File: src/rtl/key_pkg.sv
// Shared keypad types: debounce states, code width helper, default codes.
package key_pkg;

  typedef enum logic [1:0] {
    IDLE,
    PRESS_DEB,
    HELD,
    REL_DEB
  } key_state_t;

  localparam int CLR_CODE_DEF = 15;
  localparam int BS_CODE_DEF  = 14;

  // Outside every 4-bit key code; seg7 tops use it as "no key".
  localparam logic [4:0] KEY_NONE = 5'h10;

  function automatic int code_w(input int n);
    return (n <= 2) ? 1 : $clog2(n);
  endfunction

endpackage

File: src/rtl/key_entry_buf.sv
// Nibble entry buffer: newest digit in [3:0], with clear and backspace keys.
module key_entry_buf
  import key_pkg::*;
#(
  parameter int DIGITS   = 6,
  parameter int CLR_CODE = CLR_CODE_DEF,
  parameter int BS_CODE  = BS_CODE_DEF,
  parameter int KW       = 4,
  localparam int CW      = code_w(DIGITS + 1)
) (
  input  logic                  clk,
  input  logic                  rst_n,
  input  logic                  key_valid,
  input  logic [KW-1:0]         key_code,
  output logic [4*DIGITS-1:0]   digits,
  output logic [CW-1:0]         digit_cnt
);

  localparam logic [KW-1:0] CLR_K = KW'(CLR_CODE);
  localparam logic [KW-1:0] BS_K  = KW'(BS_CODE);
  localparam logic [CW-1:0] FULL  = CW'(DIGITS);

  logic [3:0] nib;

  assign nib = 4'(key_code);

  always_ff @(posedge clk) begin
    if (!rst_n) begin
      digits    <= '0;
      digit_cnt <= '0;
    end else if (key_valid) begin
      unique case (1'b1)
        (key_code == CLR_K): begin
          digits    <= '0;
          digit_cnt <= '0;
        end
        (key_code == BS_K): begin
          digits <= {4'h0, digits[4*DIGITS-1:4]};
          if (digit_cnt != '0)
            digit_cnt <= digit_cnt - 1'b1;
        end
        default: begin
          digits <= {digits[4*DIGITS-5:0], nib};
          if (digit_cnt != FULL)
            digit_cnt <= digit_cnt + 1'b1;
        end
      endcase
    end
  end

endmodule

File: src/rtl/key_matrix_scanner.sv
// Keypad front end: column scan, frame snapshot, frame debounce, key events.
module key_matrix_scanner
  import key_pkg::*;
#(
  parameter int ROWS     = 4,
  parameter int COLS     = 4,
  parameter int SCAN_DIV = 50000,
  parameter int DEBOUNCE = 4,
  parameter int DIGITS   = 6,
  parameter int CLR_CODE = CLR_CODE_DEF,
  parameter int BS_CODE  = BS_CODE_DEF,
  localparam int KW      = code_w(ROWS * COLS),
  localparam int CW      = code_w(DIGITS + 1)
) (
  input  logic                  clk,
  input  logic                  rst_n,
  input  logic [ROWS-1:0]       row,
  output logic [COLS-1:0]       col,
  output logic                  key_valid,
  output logic [KW-1:0]         key_code,
  output logic                  key_held,
  output logic [4*DIGITS-1:0]   digits,
  output logic [CW-1:0]         digit_cnt
);

  localparam int NK  = ROWS * COLS;
  localparam int DW  = code_w(SCAN_DIV);
  localparam int CIW = code_w(COLS);
  localparam int DBW = code_w(DEBOUNCE + 1);

  localparam logic [DW-1:0]  DIV_LAST = DW'(SCAN_DIV - 1);
  localparam logic [CIW-1:0] COL_LAST = CIW'(COLS - 1);
  localparam logic [DBW-1:0] DEB_LAST = DBW'(DEBOUNCE - 1);

  logic [ROWS-1:0] row_s1, row_s2;
  logic [DW-1:0]   div;
  logic [CIW-1:0]  cidx;
  logic [NK-1:0]   snap, frame;
  key_state_t      state;
  logic [KW-1:0]   cand, hit_code;
  logic [DBW-1:0]  cnt;
  logic            hit_one, hit_many, single, match;
  logic            last_dwell, frame_end;

  assign last_dwell = (div == DIV_LAST);
  assign frame_end  = last_dwell && (cidx == COL_LAST);

  // Snapshot with the column being captured right now merged in.
  always_comb begin
    frame = snap;
    for (int r = 0; r < ROWS; r++)
      frame[KW'(r * COLS) + KW'(cidx)] = ~row_s2[r];
  end

  always_comb begin
    hit_one  = 1'b0;
    hit_many = 1'b0;
    hit_code = '0;
    for (int i = 0; i < NK; i++) begin
      if (frame[i]) begin
        hit_many = hit_many | hit_one;
        hit_one  = 1'b1;
        hit_code = KW'(i);
      end
    end
  end

  assign single = hit_one && !hit_many;
  assign match  = single && (hit_code == cand);

  always_ff @(posedge clk) begin
    if (!rst_n) begin
      row_s1    <= '1;
      row_s2    <= '1;
      div       <= '0;
      cidx      <= '0;
      col       <= ~COLS'(1);
      snap      <= '0;
      state     <= IDLE;
      cand      <= '0;
      cnt       <= '0;
      key_valid <= 1'b0;
      key_code  <= '0;
      key_held  <= 1'b0;
    end else begin
      row_s1    <= row;
      row_s2    <= row_s1;
      key_valid <= 1'b0;
      div       <= last_dwell ? '0 : div + 1'b1;
      if (last_dwell) begin
        snap <= frame;
        col  <= {col[COLS-2:0], col[COLS-1]};
        cidx <= (cidx == COL_LAST) ? '0 : cidx + 1'b1;
      end
      if (frame_end) begin
        unique case (state)
          IDLE: begin
            if (single) begin
              cand <= hit_code;
              cnt  <= DBW'(1);
              if (DEBOUNCE == 1) begin
                state     <= HELD;
                key_valid <= 1'b1;
                key_code  <= hit_code;
                key_held  <= 1'b1;
              end else begin
                state <= PRESS_DEB;
              end
            end
          end
          PRESS_DEB: begin
            if (!single) begin
              state <= IDLE;
            end else if (hit_code != cand) begin
              cand <= hit_code;
              cnt  <= DBW'(1);
            end else if (cnt == DEB_LAST) begin
              state     <= HELD;
              key_valid <= 1'b1;
              key_code  <= cand;
              key_held  <= 1'b1;
            end else begin
              cnt <= cnt + 1'b1;
            end
          end
          HELD: begin
            if (!match) begin
              cnt <= DBW'(1);
              if (DEBOUNCE == 1) begin
                state    <= IDLE;
                key_held <= 1'b0;
              end else begin
                state <= REL_DEB;
              end
            end
          end
          REL_DEB: begin
            if (match) begin
              state <= HELD;
            end else if (cnt == DEB_LAST) begin
              state    <= IDLE;
              key_held <= 1'b0;
            end else begin
              cnt <= cnt + 1'b1;
            end
          end
          default: state <= IDLE;
        endcase
      end
    end
  end

  key_entry_buf #(
    .DIGITS   (DIGITS),
    .CLR_CODE (CLR_CODE),
    .BS_CODE  (BS_CODE),
    .KW       (KW)
  ) u_buf (
    .clk       (clk),
    .rst_n     (rst_n),
    .key_valid (key_valid),
    .key_code  (key_code),
    .digits    (digits),
    .digit_cnt (digit_cnt)
  );

endmodule

File: config.mk
export PLATFORM = sky130hd
export DESIGN_NAME = key_matrix_scanner
export DESIGN_NICKNAME = d
export VERILOG_FILES = /design/src/rtl/key_pkg.sv /design/src/rtl/key_entry_buf.sv /design/src/rtl/key_matrix_scanner.sv
export SDC_FILE = /design/constraint.sdc
export NUM_CORES = 1
export LEC_CHECK = 0
export BUFFER_PORTS_ARGS = -buffer_cell sky130_fd_sc_hd__buf_4
export CORE_ASPECT_RATIO = 2
export CORE_UTILIZATION = 55
export CTS_BUF_LIST = sky130_fd_sc_hd__clkbuf_8
export DETAILED_ROUTE_END_ITERATION = 8
export PLACE_DENSITY = 0.86
export SYNTH_ARGS = -nofsm -noshare
export SYNTH_HDL_FRONTEND = slang
export SYNTH_SLANG_ARGS = --single-unit
export TNS_END_PERCENT = 10
File: constraint.sdc
create_clock -name clk -period 3.6 [get_ports clk]
set_input_delay 0.9 -clock clk [delete_from_list [all_inputs] [get_ports clk]]
set_output_delay 0.9 -clock clk [all_outputs]
set_load 0.05 [all_outputs]
==> metrics.cfg <==
[floorplan]
rows = 46
die_width_um = 66.58
ios = 43
placeableCoreArea_um2 = 8000
initial_core_util = 0.5733
dieArea_um2 = 8731
die_height_um = 131.2

[placement]
gp_congestion = 0.9164
dp_hpwl_um = 8662
postPlaceCellArea_um2 = 5025
io_buffers = 42

[global_routing]
track_usage = 0.2787
grt_start_max_net_pins = 53
grt-ovfl-total = 0
antenna_found_initial = 0
grt_pass1_vias = 4222
grt_pass1_wl_um = 18920

[synth]
ys_seq_area_frac = 0.3841
ys.flop_type = dfxtp_1
synth_area_um2 = 4587
ys_types = 62
synth_cells = 570
ys_warn_count = 0
syn-num-nets = 583
ys_ff_latch = 88
async_reset_ff_frac = 0
syn-mean-instance-area_um2 = 8.047
synth_edf_count = 0

[power_and_ir_drop]
p_int_mw = 1.338
power_density_nw_per_um2 = 335.8
peakVddDrop_mv = 0.3175
combPwrFrac = 0.042
leakagePower_nw = 1.913
switching_power_uw = 432.9
seq_power_share = 0.557
netSwitchingFraction = 0.2445
p_clk_frac = 0.401

[clocking]
cts.htree.levels = 3
clock_latency_ps = 370
ctsLongestPathBuffers = 2
cts.sinks = 88
cts_made_buffers = 9
hold_buffers = 0
cts_tree = yes
clk_pin_slew_ps = 100
cts_root_buffer = clkbuf_8

[layout]
fillCellCount = 664
final_cell_mix = 88 x dfxtp_1, 87 x nor2_1, 65 x buf_4, 42 x nand2_1, 34 x inv_1
postLayoutCellArea_um2 = 5273
diodes = 0
drive_above_1_share = 0.1623
multiInputGateArea_um2 = 2572
final_nets = 625
regArea_um2 = 1762
layout_commonest_cell = dfxtp_1
final_util = 0.6591
area_growth_pct = 14.95

[route]
wl_um = 11800
drt_first_pass_iters = 5
vias_per_cell = 6.090
avgRoutedWirePerCell_um = 16.57
vias = 4336
drt-initial-drc-count = 208
post-route-drc-count = 0
ant_nets = 0

[worst_setup_path]
cp.required_ps = 3880
r2r_end = cand[1]
crit_fanout = 8
start_kind = register
ff2ff_setup_slack_ps = 170
reg2reg_from = cidx[0]
arrival_ps = 3700
r2r_cells = 12
path_class = reg2reg
cp-end-kind = register

[timing]
slew_violations = 0
period_share = 0.9517
fmax_mhz = 291.9
worstMarginPinSlew_ps = 614.4
setup_violations = 0
period_minus_slack_ps = 3426
hold_violations = 0
skew_ps = 12.77
maxSlewHeadroom = 0.5893

[hold_path]
worstHoldPathType = reg2reg
holdPathStages = 1
hold_end = row_s2[2]
min-delay-start = row_s1[2]

[run_status]
status = finished, final reports clean

[flow_run]
maxCapViolCount = 0

[synthesized netlist by cell type (all sizes together), types with 3 or more instances]
| master | number | share of area |
|---|---|---|
| a2111oi | 6 | 0.016 |
| a211oi | 24 | 0.039 |
| a21oi | 28 | 0.031 |
| a31oi | 4 | 0.0055 |
| and2 | 3 | 0.0041 |
| and3 | 9 | 0.012 |
| buf | 10 | 0.011 |
| clkbuf | 24 | 0.020 |
| dfxtp | 88 | 0.38 |
| ha | 6 | 0.016 |
| inv | 35 | 0.029 |
| mux2i | 10 | 0.022 |
| nand2 | 42 | 0.034 |
| nand2b | 26 | 0.035 |
| nand3 | 23 | 0.025 |
| nor2 | 89 | 0.075 |
| nor2b | 5 | 0.0068 |
| nor3 | 6 | 0.0076 |
| nor3b | 3 | 0.0049 |
| nor4 | 3 | 0.0055 |
| o211a | 5 | 0.011 |
| o211ai | 9 | 0.015 |
| o21a | 4 | 0.0065 |
| o21ai | 28 | 0.031 |
| o221a | 3 | 0.0074 |
| o221ai | 9 | 0.020 |
| o311ai | 17 | 0.032 |
| o31ai | 3 | 0.0049 |
| or2 | 5 | 0.0068 |
| or3 | 3 | 0.0041 |
| xnor2 | 7 | 0.013 |
| xor2 | 8 | 0.015 |
[registers in the layout, summed over array words and instances, names as in the netlist, 3 cells and up]
signal and cells:
u_buf.digits 24, key_code 4, cnt 3, snap 16, div 16, col 4
cand 4, row_s1 4, u_buf.digit_cnt 3, row_s2 4
[power groups by stage]
stage / Clock, mW / Combinational, mW / Sequential [mW]
finish: 0.710 / 0.0737 / 0.987
global route: 0.758 / 0.0794 / 0.987
CTS: 0.719 / 0.0712 / 0.986
detailed placement: 0 / 0.0709 / 1.01
global placement: 0 / 0.0693 / 1.01
floorplan: 0 / 0.0522 / 1.00
[worst max-delay path by stage]
| stage | endpoint | from |
|---|---|---|
| after floorplan | cand[2] | cidx[0] |
| after global placement | cand[0] | cidx[0] |
| after detailed placement | cand[3] | cidx[0] |
| after CTS | cand[1] | cidx[0] |
| after global routing | cand[2] | cidx[0] |
| final | cand[1] | cidx[0] |
[layer usage]
| metal | global-route usage | routed length [um] | vias to the layer above |
|---|---|---|---|
| li1 | - | - | 2119 |
| met1 | 0.2693 | 4322 | 2051 |
| met2 | 0.5022 | 6415 | 117 |
| met3 | 0.05816 | 400 | 49 |
| met4 | 0.1785 | 662 | 0 |
| met5 | 0 | 0 | - |
[worst max-delay path: stages (launching register included)]
cell and delay, ps:
dfxtp_1 420, ha_1 430, buf_4 220, o21ba_1 140, a211o_1 170, buf_4 170
nor4_1 50, a2111oi_1 400, o211ai_1 180, and3b_4 260, a2111oi_4 560, nor2_1 90
a311oi_1 240
[cell type report]
cell class / count / area share
Inverter: 35 / 0.02492
Clock inverter: 6 / 0.01424
Tap cell: 96 / 0.02278
Timing Repair Buffer: 65 / 0.09255
Sequential cell: 88 / 0.3341
Clock buffer: 9 / 0.02349
Multi-Input combinational cell: 413 / 0.4879
[timing repair]
action                     CTS  global route
setup buffers                0             4
setup endpoints to repair    0            11
gates resized for setup      0             6
[metrics by stage]
stage               setup slack, ps  std cells  power (mW)  TNS [ps]  hold WS (ps)
detailed placement            82.01        693       1.080         0         395.1
global route                 -30.45        712       1.825    -30.45         451.1
finish                        173.9        712       1.770         0         413.3
floorplan                     584.4        570       1.057         0         386.3
global placement              180.9        693       1.078         0         389.2
CTS                           46.71        708       1.776         0         417.3
[logic make-up (layout without fill, tap and decap cells)]
| family | count (synthesis) | in the layout | share of synthesized area |
|---|---|---|---|
| AND/OR/NAND/NOR | 226 | 226 | 0.2387 |
| flip-flops | 88 | 88 | 0.3841 |
| buffers and inverters | 69 | 115 | 0.05919 |
| AO/OA/AOI/OAI | 155 | 155 | 0.2469 |
| adder cells (fa/ha/maj) | 7 | 7 | 0.02073 |
| multiplexers | 10 | 10 | 0.02182 |
| XOR/XNOR | 15 | 15 | 0.02864 |
(Power assumes the default switching activity.)
